### config.mk
export PLATFORM = sky130hd
export DESIGN_NAME = vector_register_file_sb
export DESIGN_NICKNAME = d
export VERILOG_FILES = /design/src/rtl/vector_register_file_sb.sv
export SDC_FILE = /design/constraint.sdc
export NUM_CORES = 1
export LEC_CHECK = 0
export CAP_MARGIN = 20
export CORE_AREA = 2 2 336 338
export DETAILED_ROUTE_END_ITERATION = 6
export DIE_AREA = 0 0 338 340
export PLACE_DENSITY = 0.48
export SYNTH_ARGS = -nofsm -noshare
export SYNTH_HDL_FRONTEND = slang
export SYNTH_SLANG_ARGS = --single-unit
### constraint.sdc
create_clock -name clk -period 2.4 [get_ports clk]
set_input_delay 0.36 -clock clk [delete_from_list [all_inputs] [get_ports clk]]
set_output_delay 0.36 -clock clk [all_outputs]
set_load 0.02 [all_outputs]
### src/rtl/vector_register_file_sb.sv
// vector_register_file_sb
//   Vector register file with REG_COUNT registers of LANES x LANE_WIDTH bits.
//   It has two combinational read ports and one lane-masked write port.
//   A write-through bypass lets reads see data being written in the same cycle.
//   A busy-bit scoreboard lets decode detect RAW and WAW hazards against
//   writebacks that are still in flight.
//
// Ports
//   clk                 rising-edge clock for all state
//   reset               asynchronous, active-low; clears data and busy bits
//   regWrEn             writeback strobe
//   regToWrite          writeback destination register
//   laneMask            per-lane write enable (bit i gates lane i)
//   dataIn              write data, lane i at [i*LANE_WIDTH +: LANE_WIDTH]
//   rSel1, rSel2        read selects
//   reg1Out, reg2Out    read data (bypassed)
//   resvEn, resvSel     reserve a destination for an issued instruction
//   flush               synchronous clear of every busy bit
//   rs1Busy, rs2Busy    read source still has a pending writer
//   resvBusy            reserve target already has a pending writer (WAW)
//   stall               rs1Busy | rs2Busy | (resvEn & resvBusy)
module vector_register_file_sb #(
  parameter int LANE_WIDTH = 16,
  parameter int LANES      = 4,
  parameter int REG_COUNT  = 8,
  parameter int SEL_BITS   = 3
) (
  input  logic                        clk,
  input  logic                        reset,
  input  logic                        regWrEn,
  input  logic [SEL_BITS-1:0]         regToWrite,
  input  logic [LANES-1:0]            laneMask,
  input  logic [LANES*LANE_WIDTH-1:0] dataIn,
  input  logic [SEL_BITS-1:0]         rSel1,
  input  logic [SEL_BITS-1:0]         rSel2,
  output logic [LANES*LANE_WIDTH-1:0] reg1Out,
  output logic [LANES*LANE_WIDTH-1:0] reg2Out,
  input  logic                        resvEn,
  input  logic [SEL_BITS-1:0]         resvSel,
  input  logic                        flush,
  output logic                        rs1Busy,
  output logic                        rs2Busy,
  output logic                        resvBusy,
  output logic                        stall
);

  localparam int VecWidth = LANES * LANE_WIDTH;

  // The select width must address exactly REG_COUNT registers. This also
  // forces REG_COUNT to be a power of two.
  generate
    if (((1 << SEL_BITS) != REG_COUNT) || (REG_COUNT < 2)) begin : gBadParams
      $error("vector_register_file_sb: SEL_BITS must equal log2(REG_COUNT), REG_COUNT >= 2");
    end
  endgenerate

  logic [VecWidth-1:0]  regArray [REG_COUNT];
  logic [REG_COUNT-1:0] busyReg;
  logic [REG_COUNT-1:0] busyNext;

  // Expand the lane mask into a bit mask once. The write path and both bypass
  // paths then share it.
  logic [VecWidth-1:0] wrBits;
  genvar gi;
  generate
    for (gi = 0; gi < LANES; gi++) begin : gLaneMask
      assign wrBits[gi*LANE_WIDTH +: LANE_WIDTH] = {LANE_WIDTH{laneMask[gi]}};
    end
  endgenerate

  // Data storage
  // This is a flop array rather than block RAM. Reads must be zero-latency,
  // and reset must clear every entry asynchronously.
  always_ff @(posedge clk or negedge reset) begin
    if (!reset) begin
      for (int r = 0; r < REG_COUNT; r++) begin
        regArray[r] <= '0;
      end
    end else if (regWrEn) begin
      regArray[regToWrite] <= (regArray[regToWrite] & ~wrBits) | (dataIn & wrBits);
    end
  end

  // Read ports with write-through bypass
  logic wrHit1;
  logic wrHit2;
  logic wrHitResv;

  assign wrHit1    = regWrEn && (regToWrite == rSel1);
  assign wrHit2    = regWrEn && (regToWrite == rSel2);
  assign wrHitResv = regWrEn && (regToWrite == resvSel);

  assign reg1Out = wrHit1 ? ((regArray[rSel1] & ~wrBits) | (dataIn & wrBits))
                          : regArray[rSel1];
  assign reg2Out = wrHit2 ? ((regArray[rSel2] & ~wrBits) | (dataIn & wrBits))
                          : regArray[rSel2];

  // Scoreboard
  // The clear is applied before the set. When a reserve and a write hit the
  // same register, the bit therefore ends at 1, because a new writer is pending.
  always_comb begin
    busyNext = busyReg;
    if (flush) begin
      busyNext = '0;
    end else begin
      if (regWrEn) busyNext[regToWrite] = 1'b0;
      if (resvEn)  busyNext[resvSel]    = 1'b1;
    end
  end

  always_ff @(posedge clk or negedge reset) begin
    if (!reset) begin
      busyReg <= '0;
    end else begin
      busyReg <= busyNext;
    end
  end

  // A register whose writer completes this cycle is not a hazard. Its data is
  // already visible through the bypass.
  assign rs1Busy  = busyReg[rSel1]   & ~wrHit1;
  assign rs2Busy  = busyReg[rSel2]   & ~wrHit2;
  assign resvBusy = busyReg[resvSel] & ~wrHitResv;
  assign stall    = rs1Busy | rs2Busy | (resvEn & resvBusy);

endmodule

### Yosys cells after proc, flatten, opt, wreduce, memory -nomap -nowiden

Index checks and enable logic that the tools add are counted.

| storage, ports and cells | value |
|---|---|
| flip-flop bits (word level) | 520 |
| logic and storage cells | 79 |
| input port bits | 85 |

| cells by class | value |
|---|---|
| reduce and logical (&&, ||, !) cells | 6 |
| $lt $le $gt $ge | 10 |
| eq/ne operators | 3 |
| bitwise logic cells | 23 |
| mux-type cells | 28 |

Operators by type and width:

| operator | count |
|---|---|
| 64-bit binary-select mux with 3-bit select | 3 |
| 64-bit 2-to-1 mux | 9 |
| 512-bit bitwise mux | 1 |
| 64-bit bitwise AND | 4 |
| 64-bit demux with 3-bit select | 1 |
| 64-bit OR | 3 |
| 64-bit inverter | 1 |
| 8-bit 2-to-1 mux | 4 |
| 3-bit by 4-bit less-than comparator with 1-bit output, second input constant | 4 |
| 4-bit greater-or-equal comparator, second input constant | 3 |
| 3-bit inverter with 4-bit output | 3 |
| 1-bit binary-select mux with 3-bit select | 3 |
| 3-bit == test | 3 |
| 8-bit bitwise AND | 1 |
| 8-bit inverter | 1 |
| 8-bit OR | 1 |
| 1-bit demux with 3-bit select | 2 |
| 3-bit by 1-bit greater-or-equal comparator with 1-bit output, second input constant | 2 |
| 1-bit logical AND | 6 |
| 1-bit 2-to-1 mux | 5 |
| 1-bit bitwise AND | 4 |
| 4-bit by 1-bit less-than comparator with 1-bit output, second input constant | 1 |
| 1-bit inverter | 3 |
| 1-bit OR | 2 |

### Depth between registers and ports, before layout

| depth | value |
|---|---|
| depth in word-level cells | 11 |
| mapped depth | 8 |

### Least setup slack after synthesis

Ideal clock, no wire load.

| path | value |
|---|---|
| kind | input-to-output |
| from | in rSel1[1] |
| to | out stall |
| arrival | 2.234 ns |
| path slack | -0.194 ns |
| stages | 5 |
| cells stage by stage | clkbuf_1 clkbuf_1 a2111oi_0 a2111oi_1 a211o_1 |

| between the ends | value |
|---|---|
| cells in the longest elaborated chain, start to end | 6 |
| elaborated cells between the ends (all ways) | 8 |
| those cells by class | eq/ne (1); mux (2); bitwise (4); reduce/logical (1) |

RTL lines:

| what | line | RTL |
|---|---|---|
| start: declaration | 34 | `input logic [SEL_BITS-1:0] rSel1,` |
| branches (longest 3 deep; another with 1-bit binary-select mux with 3-bit select) | n/a |  |
| 1-bit bitwise AND * | 121 | `assign rs1Busy = busyReg[rSel1] & ~wrHit1;` |
| named net rs1Busy | 41 | `output logic rs1Busy,` |
| 1-bit OR * (2 in series) | 124 | `assign stall = rs1Busy \| rs2Busy \| (resvEn & resvBusy);` |
| end: declaration | 44 | `output logic stall` |

Mark *: on every way through the listed nets, which the timed path passes. The select of a mux whose other input is x is not followed.

### Worst setup path in the final report

| path | value |
|---|---|
| from | reg busyReg[7] |
| to | out stall |

| between the ends | value |
|---|---|
| cells in the longest elaborated chain, start to end | 5 |
| elaborated cells between the ends (all ways) | 12 |
| those cells by class | mux (6); bitwise (6) |

RTL lines:

| what | line | RTL |
|---|---|---|
| start: declaration | 58 | `logic [REG_COUNT-1:0] busyReg;` |
| start signal: assignment | 115 | `busyReg <= busyNext;` |
| 1-bit binary-select mux with 3-bit select (on tied branches) | 121, 122, 123 |  |
| 1-bit 2-to-1 mux (on tied branches) | 121, 122, 123 |  |
| 1-bit bitwise AND (on tied branches) | 121, 122, 123 |  |
| 1-bit OR / 1-bit bitwise AND (equally long branches) | 124 |  |
| 1-bit OR * | 124 |  |

Mark *: on every way between the ends. The rest lies on a longest branch, timed or not. The select of a mux whose other input is x is not followed.

==> results by group <==
Global route
  – Number of global-route vias before repair: 26800
  – Met3 GRT Util: ~3.0%
  – GRT Total Usage: roughly 20%
  – GRT met1 Usage: between 30% and 40%
  – Grt total ovfl: 0
  – Gr busiest metal: met2
  – Initial antenna violation count: 2
  – Largest net degree at the start of global routing: between 100 and 150
  – Met2 Resource Use GR: around a third
  – Wire length of the first global-routing pass: between 150000 and 200000 µm

Logic synthesis
  – Synth Register Bits: 520
  – Yosys cell types: 32
  – Syn avg cell area: about 11 µm²
  – Synth warnings: 0
  – Sequential share of the synthesized area: between 30% and 40%
  – Post-Syn Instances: between 2000 and 3000
  – Syn Nets: between 3000 and 4000
  – Synthesized cell area: approximately 33000 µm²
  – Yosys top cell by area: dfrtp_1
  – Synth top area share: about two fifths
  – Synth area leaders: dfrtp_1 39%, mux4_2 18%, mux2_2 8.8%

Power and ir drop
  – P_leak: 20.6 nW
  – Post-layout power: 36.8 mW
  – P per Cell Area: between 800 and 900 nW/µm²
  – Max IR drop VDD: between 0.5 and 0.6 mV

Final layout
  – Most frequent cells in the layout: 520 x dfrtp_1, 515 x nand2_1, 512 x o21ai_1, 485 x buf_4, 260 x mux2i_1
  – Area delta synth->final: 36.6%
  – Share of cells above drive strength 1: 40.7%
  – Inserted Diodes: 0
  – Final cell count without fillers: 5078
  – Final Instance Area: ~45000 µm²
  – Final Net Count: 3618
  – Most common cell after layout, fill and taps aside: dfrtp_1

Worst setup path
  – Buf/Inv on CP: 3
  – R2R Setup Slk: roughly 820 ps
  – Crit path launch: busyReg[7]
  – CP endpoint kind: output pin
  – Worst Setup EP: stall
  – Required time of the worst setup path: between 2000 and 2500 ps
  – Arrival time worst endpoint: approximately 2300 ps
  – FF-to-FF path depth: 7
  – FF-to-FF Start: regArray[248]
  – CP cell instances: buf_6 > mux4_2 > inv_2 > a2111oi_4 > a211o_4 > buf_6
  – Critical path peak fanout: 3
  – Critical path's top delay family: multiplexers
  – Slowest stage delay, CP: 460 ps
  – Highest-delay cell along the critical path: mux4_2
  – Most frequent CP cell: buf_6
  – Critical path depth: 6
  – Kind of critical path: reg2out
  – Reg2reg end: regArray[120]
  – Worst setup SP type: register

STA
  – Final Hold Vio Count: 0
  – Worst-Margin Slew: just over 1000 ps
  – Setup violators final: approximately 130
  – Max Clk Rate: 371 MHz
  – Relative slew slack: a little under a third
  – Period Utilization, post-route: 112%
  – Worst Clk Skew: approximately 15 ps
  – Hold Slack: 219 ps
  – Setup_tns: -25200 ps
  – Slew Viols, Final: 0
  – Setup ws final: -293 ps
  – Final worst path period need: 2690 ps
  – RSZ-0062 raised after global routing: yes

Place
  – Port Buffers: 216
  – Gpl congestion: a little over 0.8
  – Post-DP HPWL: around 76000 µm
  – Placed cell area: around 40000 µm²
  – Placed cell count: between 4000 and 5000

Floorplan
  – Rows: between 100 and 150
  – Core Footprint: approximately 110000 µm²
  – Chip Width: between 300 and 400 µm
  – Die height: between 300 and 400 µm
  – Die area: about 110000 µm²
  – Starting density of the core: about 30%
  – Top-Level Pins: 217

Routing
  – Drt initial violations: 1945
  – Routed len/inst: 23.2 µm
  – DRC Markers: 0
  – Vias per cell: 5.17
  – Vias: 26300
  – DR pass1 iterations: 5
  – Final WL: roughly 120000 µm
  – Post-DRT Antenna Nets: 0

Clock network
  – Clock Sinks: 520
  – Clk_lat worst skew: between 600 and 700 ps
  – CTS root buf: clkbuf_16
  – Bufs on Longest Clock Path: 3
  – Worst-path clk slew: ~60 ps
  – CTS H-tree lvls: 2
  – CTS tree: done
  – Inserted Clock Buffers: between 60 and 70

Status
  – Failing checks: setup timing
  – Status: finished with violations

Run
  – Max_cap viols: 0

Worst hold path
  – HP Class: in2async
[stage by stage]
step           utilization, %  setup WS [ps]
2_1_floorplan               -           14.1
3_3_place_gp             36.0           -851
3_5_place_dp             36.0           -826
4_1_cts                  40.0           -352
5_1_grt                  40.5           -360
6_report                 40.5           -293
[cell usage after synthesis]
cell       number
a2111oi_0       2
a21oi_1         1
mux2_2        258
a22oi_1         3
a2111oi_1       2
nand2b_1       66
buf_1          15
mux2i_1       260
nand4_1         2
xnor2_1         9
o22ai_1       128
a32oi_1         4
nand2_2         6
nand2_1       519
dfrtp_1       520
mux4_2        259
nand3_1         4
buf_4          28
buf_6          20
clkbuf_1      148
or2_1           1
buf_2          63
o21ai_1       512
nor3b_1         2
o31ai_2        13
inv_1           2
nor2b_1         8
a211o_1         1
a41oi_1         1
and4_1          2
nor2_1          9
o31ai_4        51
[per-layer routing]
layer / routed length [µm] / vias to the layer above
met1: 56100 / 13400
met4: 2140 / 4
met2: 53900 / 572
met3: 5710 / 141
met5: 22 / -
li1: - / 12100
[kinds of logic after synthesis]
kind of cell	count (synthesis)	share of synthesized area (%)
multiplexers	777	34.3
AO/OA/AOI/OAI	718	14.3
XOR/XNOR	9	0.238
flip-flops	520	39.3
buffers and inverters	276	4.14
AND/OR/NAND/NOR	619	7.72
[area by class of cell]
type | count | area, µm²
clock buffer | 89 | 1780
inverter | 2 | 7.51
sequential | 520 | 13000
clock inverter | 19 | 250
timing repair buffer | 825 | 8420
multi-input combinational | 2123 | 19900
tap | 1500 | 1880
fill | 10800 | 66400
[worst min-delay path by stage]
stage,start,to,slack [ps],cells past startpoint
CTS,reset,regArray[188],200,2
global placement,reset,regArray[188],300,1
detailed placement,reset,regArray[188],310,1
floorplan,reset,busyReg[0],60,0
global route,reset,regArray[188],240,2
finish,reset,regArray[188],220,2
[power by group]
group          leakage, nW  switching, mW  internal [mW]  total, mW
registers             6.59           1.88           10.7       12.6
clock network         1.00           3.95           5.73       9.68
logic                 13.0           6.07           8.42       14.5
[state kept, by name (all words and copies together) (netlist names)]
| name | flops |
|---|---|
| busyReg | 8 |
| regArray | 512 |
[timing repair]
action | 4_1_cts | 5_1_grt
pin swaps | 2 | 2
endpoints found under the hold margin | 76 | 0
hold buffers | 1 | 0
setup endpoints to repair | 132 | 132
buffers inserted | 167 | 69
gates resized for setup | 1039 | 23
cloned | 1 | 0
Power figures use the tool's default switching activity.
==> RTL change, RTL diff (same settings) <==
Set the parameter `LANE_WIDTH` to 18 (it was 16).
--- a/src/rtl/vector_register_file_sb.sv
+++ b/src/rtl/vector_register_file_sb.sv
@@ -21,5 +21,5 @@
 //   stall               rs1Busy | rs2Busy | (resvEn & resvBusy)
 module vector_register_file_sb #(
-  parameter int LANE_WIDTH = 16,
+  parameter int LANE_WIDTH = 18,
   parameter int LANES      = 4,
   parameter int REG_COUNT  = 8,
Interface: changed (resized dataIn, reg1Out and reg2Out); port bits go from 217 to 241. The function was not compared with the original's and may differ.
==> RTL change against the original RTL <==
The run still ends with negative setup slack left; final cell count rose by 8.3%; setup slack better by 0.070 ns; cell area is 9.3% higher; synthesized area increased by 10%; sequential cell count is 64 higher; total power grew 12%; routed wire length increased by 10%; clock skew grew 0.0063 ns; die area is the same; highest routed layer unchanged.
==> RTL change: results (changes against the original RTL) <==
failing checks negative setup slack; Num CTS Buffers 73 (+20%); Sum Neg Setup Slack -24.47 ns (+0.727 ns); largest registers regArray x576, busyReg x8; layout cells sized above 1 0.389 (-0.0182); IO Port Bufs 240 (+11%); Wirelength per Cell 23.6 um (+1.6%); post-CTS sizing 1222 (+18%); multi-input gates 2379 (+12%); routability cong. 0.805 (-1.4%); fin nets 4037 (+12%); status finished, violations left; setup violators final 146 (+11%); Iteration-0 DRC Markers 1926 (-0.98%); first-pass GRT wire length 196000 um (+10%); initial antenna violation count 3 (+1); R2R Path End regArray[161]; Antenna Cells 1 (+1); Layout clock buffers 106 (+19%); Layout non-clock buf frac 0.182 (-0.00453); Repair and plain buffers 904 (+9.6%); worst skew pair latency 0.64 ns (-0.02 ns); Worst R2R Start regArray[161]; Setup WS post-layout -0.224 ns (+0.0695 ns); sequential share of cell area 0.296 (+0.00797)
## RTL change: cell count changes after synthesis, moves of 16 or more
cell      delta
mux4_1      +53
o31ai_4     -51
o31ai_1     +63
o22ai_1     +16
dfrtp_1     +64
clkbuf_1    +28
mux2_2      +21
o21ai_0    +576
nand2_1     +65
o21ai_1    -512
mux2i_1     +32
mux4_2      -21
## RTL change: power breakdown
| group | switching [mW] | leakage (nW) | internal (mW) | total, mW |
|---|---|---|---|---|
| Combinational | 6.44 | 14.2 | 9.06 | 15.5 |
| Clock | 4.56 | 1.23 | 6.97 | 11.5 |
| Sequential | 2.16 | 7.40 | 12.1 | 14.2 |
| Total | 13.2 | 22.9 | 28.1 | 41.3 |
## RTL change: cell families after synthesis
kind of cell,after synthesis,synth area share
mux,873,0.355
compound gates,806,0.123
simple gates,691,0.0778
flops,584,0.400
buf+inv,301,0.0421
xor+xnor,9,0.00216
## RTL change: worst max-delay path, cell delays in order (launching register included)
cell and delay, ns:
dfrtp_1 0.42, mux4_2 0.48, mux2_4 0.32, mux2_4 0.27, buf_6 0.13
## RTL change: metal layers
layer  GRT usage  vias up  share of wire
li1            -    13600              -
met4      0.0728        2          0.029
met1       0.315    14800           0.46
met5           0        -        0.00010
met3      0.0328      199          0.050
met2       0.358      856           0.47
## RTL change: worst min path at each step
stage / end / depth (start not counted) / slack, ns / from
after detailed placement: regArray[527] / 1 / 0.35 / reset
after global placement: regArray[95] / 1 / 0.34 / reset
after floorplan: busyReg[0] / 0 / 0.06 / reset
after CTS: regArray[527] / 2 / 0.25 / reset
after global routing: regArray[527] / 2 / 0.29 / reset
final: regArray[527] / 2 / 0.27 / reset
